--- src/rtl/memory_stage.sv ---
// rtl/memory_stage.sv - load/store stage with single-outstanding data-memory handshake
// Produces a registered writeback record; non-memory instructions pass through in one cycle.
module memory_stage #(
  parameter int XLEN = 32
) (
  input  logic            clk,
  input  logic            rst_n,
  input  logic            in_valid,
  output logic            in_ready,
  input  logic [XLEN-1:0] memory_in,
  input  logic [XLEN-1:0] store_data,
  input  logic [3:0]      mem_op,
  input  logic [4:0]      rd_addr,
  input  logic            rd_we,
  output logic            dmem_req,
  output logic            dmem_we,
  output logic [XLEN-1:0] dmem_addr,
  output logic [XLEN-1:0] dmem_wdata,
  output logic [3:0]      dmem_be,
  input  logic            dmem_ready,
  input  logic [XLEN-1:0] dmem_rdata,
  output logic            wb_valid,
  output logic [XLEN-1:0] wb_data,
  output logic [4:0]      wb_rd,
  output logic            wb_we,
  output logic            misaligned
);

  localparam logic [3:0] MEM_NONE = 4'd0;
  localparam logic [3:0] MEM_LB   = 4'd1;
  localparam logic [3:0] MEM_LH   = 4'd2;
  localparam logic [3:0] MEM_LW   = 4'd3;
  localparam logic [3:0] MEM_LBU  = 4'd4;
  localparam logic [3:0] MEM_LHU  = 4'd5;
  localparam logic [3:0] MEM_SB   = 4'd6;
  localparam logic [3:0] MEM_SH   = 4'd7;
  localparam logic [3:0] MEM_SW   = 4'd8;

  typedef enum logic {IDLE, BUSY} state_t;

  state_t state, state_nxt;

  logic            is_load, is_store, is_half, is_word;
  logic            access, mis, accept, go_mem;
  logic [3:0]      st_be;
  logic [XLEN-1:0] st_wdata;

  // Captured at accept so the load result can be formed when the bus completes.
  logic [3:0]      op_q;
  logic [1:0]      ea_lo_q;
  logic [4:0]      rd_q;
  logic            rd_we_q;
  logic            load_q;
  logic [XLEN-1:0] shifted, load_val;

  assign in_ready = (state == IDLE);

  always_comb begin
    is_load  = 1'b0;
    is_store = 1'b0;
    is_half  = 1'b0;
    is_word  = 1'b0;
    case (mem_op)
      MEM_LB, MEM_LBU: is_load = 1'b1;
      MEM_LH, MEM_LHU: begin is_load = 1'b1; is_half = 1'b1; end
      MEM_LW:          begin is_load = 1'b1; is_word = 1'b1; end
      MEM_SB:          is_store = 1'b1;
      MEM_SH:          begin is_store = 1'b1; is_half = 1'b1; end
      MEM_SW:          begin is_store = 1'b1; is_word = 1'b1; end
      default:         ;
    endcase
    access = is_load || is_store;
    mis    = access && ((is_half && memory_in[0]) || (is_word && (memory_in[1:0] != 2'b00)));
    accept = in_valid && in_ready;
    go_mem = accept && access && !mis;
  end

  always_comb begin
    st_be    = 4'b1111;
    st_wdata = store_data;
    if (is_half) begin
      st_be    = memory_in[1] ? 4'b1100 : 4'b0011;
      st_wdata = {2{store_data[15:0]}};
    end else if (!is_word) begin
      st_be    = 4'b0001 << memory_in[1:0];
      st_wdata = {4{store_data[7:0]}};
    end
  end

  always_comb begin
    load_q   = (op_q == MEM_LB) || (op_q == MEM_LH) || (op_q == MEM_LW) ||
               (op_q == MEM_LBU) || (op_q == MEM_LHU);
    shifted  = dmem_rdata >> {ea_lo_q, 3'b000};
    load_val = dmem_rdata;
    case (op_q)
      MEM_LB:  load_val = {{(XLEN-8){shifted[7]}}, shifted[7:0]};
      MEM_LH:  load_val = {{(XLEN-16){shifted[15]}}, shifted[15:0]};
      MEM_LBU: load_val = {{(XLEN-8){1'b0}}, shifted[7:0]};
      MEM_LHU: load_val = {{(XLEN-16){1'b0}}, shifted[15:0]};
      default: load_val = dmem_rdata;
    endcase
  end

  always_ff @(posedge clk or negedge rst_n) begin
    if (!rst_n) state <= IDLE;
    else        state <= state_nxt;
  end

  always_comb begin
    state_nxt = state;
    case (state)
      IDLE:    if (go_mem) state_nxt = BUSY;
      BUSY:    if (dmem_ready) state_nxt = IDLE;
      default: state_nxt = IDLE;
    endcase
  end

  always_ff @(posedge clk or negedge rst_n) begin
    if (!rst_n) begin
      dmem_req   <= 1'b0;
      dmem_we    <= 1'b0;
      dmem_addr  <= '0;
      dmem_wdata <= '0;
      dmem_be    <= 4'b0000;
      wb_valid   <= 1'b0;
      wb_data    <= '0;
      wb_rd      <= 5'd0;
      wb_we      <= 1'b0;
      misaligned <= 1'b0;
      op_q       <= MEM_NONE;
      ea_lo_q    <= 2'b00;
      rd_q       <= 5'd0;
      rd_we_q    <= 1'b0;
    end else begin
      wb_valid   <= 1'b0;
      misaligned <= 1'b0;
      if (accept) begin
        op_q    <= mem_op;
        ea_lo_q <= memory_in[1:0];
        rd_q    <= rd_addr;
        rd_we_q <= rd_we;
        if (go_mem) begin
          dmem_req   <= 1'b1;
          dmem_we    <= is_store;
          dmem_addr  <= {memory_in[XLEN-1:2], 2'b00};
          dmem_be    <= is_store ? st_be : 4'b1111;
          dmem_wdata <= is_store ? st_wdata : '0;
        end else begin
          // Pass-through and misaligned faults both report memory_in; faults never write rd.
          wb_valid   <= 1'b1;
          wb_data    <= memory_in;
          wb_rd      <= rd_addr;
          wb_we      <= !access && rd_we && (rd_addr != 5'd0);
          misaligned <= mis;
        end
      end else if (state == BUSY && dmem_ready) begin
        dmem_req <= 1'b0;
        wb_valid <= 1'b1;
        wb_data  <= load_q ? load_val : '0;
        wb_rd    <= rd_q;
        wb_we    <= load_q && rd_we_q && (rd_q != 5'd0);
      end
    end
  end

endmodule

--- config.mk ---
export PLATFORM = sky130hd
export DESIGN_NAME = memory_stage
export DESIGN_NICKNAME = d
export VERILOG_FILES = /design/src/rtl/memory_stage.sv
export SDC_FILE = /design/constraint.sdc
export NUM_CORES = 1
export LEC_CHECK = 0
export BUFFER_PORTS_ARGS = -buffer_cell sky130_fd_sc_hd__clkbuf_2
export CORE_UTILIZATION = 30
export CTS_BUF_LIST = sky130_fd_sc_hd__clkbuf_2
export DETAILED_ROUTE_END_ITERATION = 8
export SETUP_SLACK_MARGIN = 0.5
export SLEW_MARGIN = 25
export SYNTH_ARGS = -nofsm -noshare
export SYNTH_HDL_FRONTEND = slang
export SYNTH_SLANG_ARGS = --single-unit
--- constraint.sdc ---
create_clock -name clk -period 2.7 [get_ports clk]
set_input_delay 0.135 -clock clk [delete_from_list [all_inputs] [get_ports clk]]
set_output_delay 0.135 -clock clk [all_outputs]
set_load 0.05 [all_outputs]
==> results of run 1 <==
[repair_timing]
item	CTS	global route
endpoints found under the hold margin	240	0
hold buffers	131	0
pin swaps	1	0
setup buffers	1	3
resized for setup	3	8
endpoints found under the setup margin	5	25
[final timing paths]
check	start	end	slack (ns)
max	state	wb_data[9]	0.58
min reg2reg	dmem_wdata[28]	dmem_wdata[28]	0.52
max in group asynchronous	rst_n	dmem_wdata[20]	1.84
min	memory_in[15]	dmem_addr[15]	0.22
max reg2reg	state	wb_data[9]	0.58
min in group asynchronous	rst_n	ea_lo_q[1]	0.56
[cell type report]
class | count | area [um^2] | share of cell area
inverters | 5 | 18.8 | 0.00207
flip-flops and latches | 121 | 3030 | 0.335
multi-input cells | 380 | 2790 | 0.309
clock inverters | 14 | 180 | 0.0199
well taps | 265 | 332 | 0.0367
repair buffers | 368 | 2600 | 0.288
clock buffers | 18 | 90.1 | 0.00996
[power by group]
part	internal [mW]	total (mW)	switching [mW]	leakage, nW
registers	2.30	2.62	0.327	1.48
clock network	0.599	1.33	0.734	0.149
logic	1.18	3.81	2.64	2.64
[cells in the mapped netlist, types with 3 or more instances]
cell,instances
a211oi_1,14
a21oi_1,39
a221o_1,7
a22o_1,16
a2bb2oi_1,16
a31oi_1,8
buf_2,17
buf_4,6
buf_6,5
clkbuf_1,18
dfrtp_1,121
inv_1,4
mux2_2,23
mux2_4,13
mux2i_1,26
nand2_1,52
nor2_1,39
nor2b_1,13
nor3_1,3
o211ai_1,3
o21ai_0,20
o221ai_1,7
o2bb2ai_1,32
o32a_1,5
[routing by layer]
metal / vias to the layer above / wire (um)
met4: 0 / 261
met2: 242 / 9640
li1: 2735 / -
met5: - / 0
met3: 21 / 1530
met1: 2832 / 9110
[cell families after synthesis]
kind of cell | count (synthesis) | share of synthesized area
buffers and inverters | 53 | 0.0462
and+or+nand+nor | 130 | 0.104
muxes | 62 | 0.118
DFF | 121 | 0.500
AOI/OAI and AO/OA | 185 | 0.230
xor gates and xnor gates | 1 | 0.00145
other | 1 | 0.000619
[through the flow]
stage	cells	utilization	setup slack [ns]	total power [mW]	hold WS [ns]
after floorplan	554	-	0.621	5.31	-0.161
after global placement	1004	0.375	0.509	6.22	0.144
after detailed placement	1004	0.375	0.501	6.25	0.155
after global routing	1171	0.460	0.490	8.22	0.111
final	1171	0.460	0.578	7.77	0.219
after CTS	1168	0.458	0.503	7.81	0.120
[tightest hold or removal path: cells and delay by family]
| kind | cells | cell delay [ns] |
|---|---|---|
| muxes | 1 | 0.13 |
| buffers and inverters | 2 | 0.63 |
[flip-flops by register name, indices dropped and copies added (netlist names)]
register	count
wb_data	32
ea_lo_q	2
dmem_we	1
dmem_be	4
wb_rd	5
wb_we	1
op_q	4
state	1
wb_valid	1
dmem_req	1
misaligned	1
rd_q	5
dmem_addr	30
dmem_wdata	32
rd_we_q	1
[cell usage in the layout (no fill, tap or decap), types with 5 or more instances in the layout]
cell and instances:
nor2b_1 12, a31oi_1 8, clkbuf_2 235, a21oi_1 37, mux2i_1 26, dlygate4sd3_1 130, o2bb2ai_1 32, a2bb2oi_1 16
nor2_1 39, o221ai_1 7, a22o_1 16, o21ai_0 20, buf_4 15, dfrtp_1 118, nand2_1 52, a211oi_1 13
a221o_1 7, mux2_4 13, o32a_1 5, mux2_2 23
==> metrics.csv, run 1 <==
metric,value,unit
drt first pass iters,4,
leakage power,4.26,nW
fraction of synthesis flops using an asynchronous set or reset pin,1.00,
largest net degree at the start of global routing,52,
worst vdd ir,431,uV
Congestion Overflow GR,0,
final worst path period need,2.12,ns
die width,144,um
met3 Usage GRT,0.0583,
critical path's largest stage delay,0.45,ns
first-pass GRT wire length,32100,um
Post-synth top flop,dfrtp_1,
Rel. slew slack,0.481,
CTS Root Cell,clkbuf_2,
Clock transition at path regs,0.19,ns
via count,5830,
met2 usage,0.334,
most used routing layer,met2,
#FFs+latches synth,121,
most area-consuming cells after synthesis,"dfrtp_1 50%, o2bb2ai_1 4.6%, mux2i_1 4.3%, mux2_2 4.3%, a21oi_1 3.2%",
core area,19700,um^2
RSZ-0062 raised after global routing,true,
post-synthesis cell area,6060,um^2
nets,1003,
initial antenna violation count,0,
CP required,3.33,ns
drt initial violations,233,
Final Skew,0.0337,ns
drt total wl,20500,um
CP max FO,26,
post-route cell area,9050,um^2
WL/cell,17.5,um
DRC Markers,0,
setup violators final,0,
share of cells above drive strength 1,0.359,
Setup CP Type,flip-flop to flip-flop,
final hold violation count,0,
crit path DAT,2.75,ns
CP Capture Type,flip-flop,
top cell type's share of synthesized area,0.500,
Min-Delay Path Class,input port to flip-flop,
Crit-path slowest cell,dfrtp_1,
full die area,20800,um^2
diode count,0,
cell family with most CP delay,compound AO/OA/AOI/OAI gates,
Synth Warn #,0,
Startpoint Class,flip-flop,
CTS tree,built,
count of distinct cell types in the synthesized netlist,61,
Top-Level Pins,221,
Tot GR Track Use,0.205,
final count of pins violating max slew,0,
Syn Area/Cell,11.0,um^2
R2R cell count,7,
setup TNS,0,ns
hold path depth,3,
number of global-route vias before repair,5811,
routability cong.,0.761,
Post-synth EDFFs,0,
clock tree buffer depth,2,
Clock Sinks,121,
top cell type by total area after synthesis,dfrtp_1,
Worst Path Buf+Inv,2,
Crit path depth,7,
Die H,144,um
CTS Buf Count,17,
Initial Util,0.308,
sequential cell area fraction in the yosys report,0.500,
row count,51,
# port buffers,218,
H-tree levels,4,
Vias/cell,4.98,
crit-path cells,nor2b_4 -> buf_4 -> a2111oi_4 -> buf_6 -> nand2_1 -> a211oi_1 -> a221o_1,
dpl hpwl,13900,um
pwr/cell area,859,nW/um^2
Filler cells,1850,
worst slew pin tran,0.776,ns
max frequency,471,MHz
area growth from synthesis to layout,49.3,%
max cap viols,0,
final cycle utilization of the critical path,0.786,
"antenna viol nets, final",0,
met1 Use GR,0.265,
status,finished clean,
Post-Synthesis Cells,553,
placed cell area,7370,um^2
Worst-Skew Late Latency,0.70,ns
Note: power is estimated with default switching activity, not from simulation.
==> run 2: changes to the inputs <==
- clock period: 2.7 -> 2.2 ns (I/O delays scaled with it)
==> run 2 against run 1 <==
Compared with the run above:
- clock skew decreased by 0.010 ns
- critical endpoint is now dmem_addr[14]
- critical path depth increased by 1
- power increased by 30%
- largest power group unchanged
==> metrics.csv, run 2 (same netlist as run 1, synthesis figures left out) <==
metric,value,unit
# port buffers,218,
final worst path period need,1.91,ns
full die area,20800,um^2
Congestion Overflow GR,0,
area growth from synthesis to layout,66.8,%
H-tree levels,4,
Top Layer Used,met4,
critical path's largest stage delay,0.61,ns
pwr/cell area,999,nW/um^2
Vias/cell,5.06,
Tot GR Track Use,0.220,
RSZ-0062 raised after global routing,true,
die width,144,um
Filler cells,1707,
final cycle utilization of the critical path,0.869,
Final Skew,0.0234,ns
largest net degree at the start of global routing,122,
largest registers,"dmem_wdata: 32 flops, wb_data: 32 flops, dmem_addr: 30 flops",
CP Capture Type,flip-flop,
number of global-route vias before repair,6226,
Clock Sinks,121,
initial antenna violation count,0,
drt total wl,23300,um
Initial Util,0.308,
CP required,2.76,ns
Min-Delay Path Class,input port to flip-flop,
setup violators final,0,
routability cong.,0.822,
crit path DAT,2.48,ns
met2 wire length,11600,um
CP max FO,12,
via count,6100,
max frequency,523,MHz
share of cells above drive strength 1,0.449,
DRC Markers,0,
setup TNS,0,ns
drt first pass iters,4,
status,finished clean,
CTS Buf Count,17,
Clock transition at path regs,0.19,ns
Startpoint Class,input port,
CTS tree,built,
Power Total,10.1,mW
max cap viols,0,
nets,1037,
core area,19700,um^2
cell family with most CP delay,buffers and inverters,
most frequent cells in the layout,"233 x clkbuf_2, 121 x dlygate4sd3_1, 116 x dfrtp_1",
wl on met1,9840,um
"antenna viol nets, final",0,
Rel. slew slack,0.421,
drt initial violations,251,
CTS Root Cell,clkbuf_2,
Setup CP Type,input port to flip-flop,
final count of pins violating max slew,0,
fin util,0.514,
first-pass GRT wire length,33900,um
Worst-Skew Late Latency,0.68,ns
met3 wire length,1520,um
diode count,0,
Top-Level Pins,221,
crit-path cells,clkbuf_2 -> dlygate4sd3_1 -> nor2b_1 -> o21ai_1 -> a21oi_2 -> or3_4 -> buf_12 -> mux2_2,
dpl hpwl,13400,um
final hold violation count,0,
Die H,144,um
Crit-path slowest cell,dlygate4sd3_1,
worst vdd ir,485,uV
row count,51,
Worst Path Buf+Inv,3,
"most common cell after layout, fill and taps aside",clkbuf_2,
leakage power,4.69,nW
clock tree buffer depth,2,
worst slew pin tran,0.867,ns
WL/cell,19.3,um
run 2: cell types whose count changed in the layout (fill, tap and decap cells not counted), moves of 11 or more:
cell	change
o2bb2ai_1	-25
buf_4	+19
buf_16	+11
o2bb2ai_2	+15
run 2: power by group:
group | switching [mW] | leakage, nW | internal [mW]
Combinational | 3.47 | 3.07 | 1.80
Clock | 0.940 | 0.145 | 0.642
Sequential | 0.425 | 1.48 | 2.82
Total | 4.83 | 4.69 | 5.27
run 2: area by class of cell:
cell class                      instances  area [um^2]  area share
Tap cell                              265          332      0.0328
Timing Repair inverter                  1         8.76    0.000866
Timing Repair Buffer                  400         3180       0.315
Inverter                                5         35.0     0.00347
Sequential cell                       121         3030       0.300
Multi-Input combinational cell        381         3250       0.322
Clock inverter                         14          173      0.0171
Clock buffer                           18         90.1     0.00891
run 2: worst paths after layout:
kind	cells past startpoint	slack, ns	endpoint	start
max	8	0.29	dmem_addr[14]	mem_op[3]
min reg2reg	2	0.51	rd_we_q	rd_we_q
max reg2reg	8	0.29	dmem_wdata[28]	state
min in group asynchronous	4	0.60	dmem_addr[13]	rst_n
min	4	0.16	wb_data[23]	dmem_rdata[23]
max in group asynchronous	4	1.04	op_q[2]	rst_n
run 2: repair_timing:
| item | in CTS | in global routing |
|---|---|---|
| gates resized for setup | 56 | 40 |
| hold buffers | 121 | 0 |
| setup endpoints to repair | 100 | 108 |
| endpoints found under the hold margin | 241 | 0 |
| gates cloned | 12 | 3 |
| pin swaps | 14 | 17 |
| buffers inserted | 19 | 10 |
run 2: metrics by stage:
stage                     cell area, um^2  std cells  hold WS [ns]  setup WS [ns]
after floorplan                      6200        554        -0.186          0.378
after global placement               7540       1008         0.271          0.203
after detailed placement             7540       1008         0.273          0.144
after CTS                            9740       1192       0.00467          0.283
after global routing                10100       1205        0.0276          0.224
final                               10100       1205         0.156          0.288
run 2: metal layers:
layer	global-route usage	up-vias
li1	-	2826
met1	0.259	2993
met2	0.383	254
met3	0.0596	27
met4	0.0728	0
met5	0	-
run 2: worst reg2reg max path, stage by stage (launching register included):
cell and delay, ns:
dfrtp_2 0.47, nor2b_4 0.12, buf_6 0.11, nand2_4 0.04, or3_4 0.53, buf_12 0.20, buf_12 0.13, buf_16 0.13
o2bb2ai_2 0.12
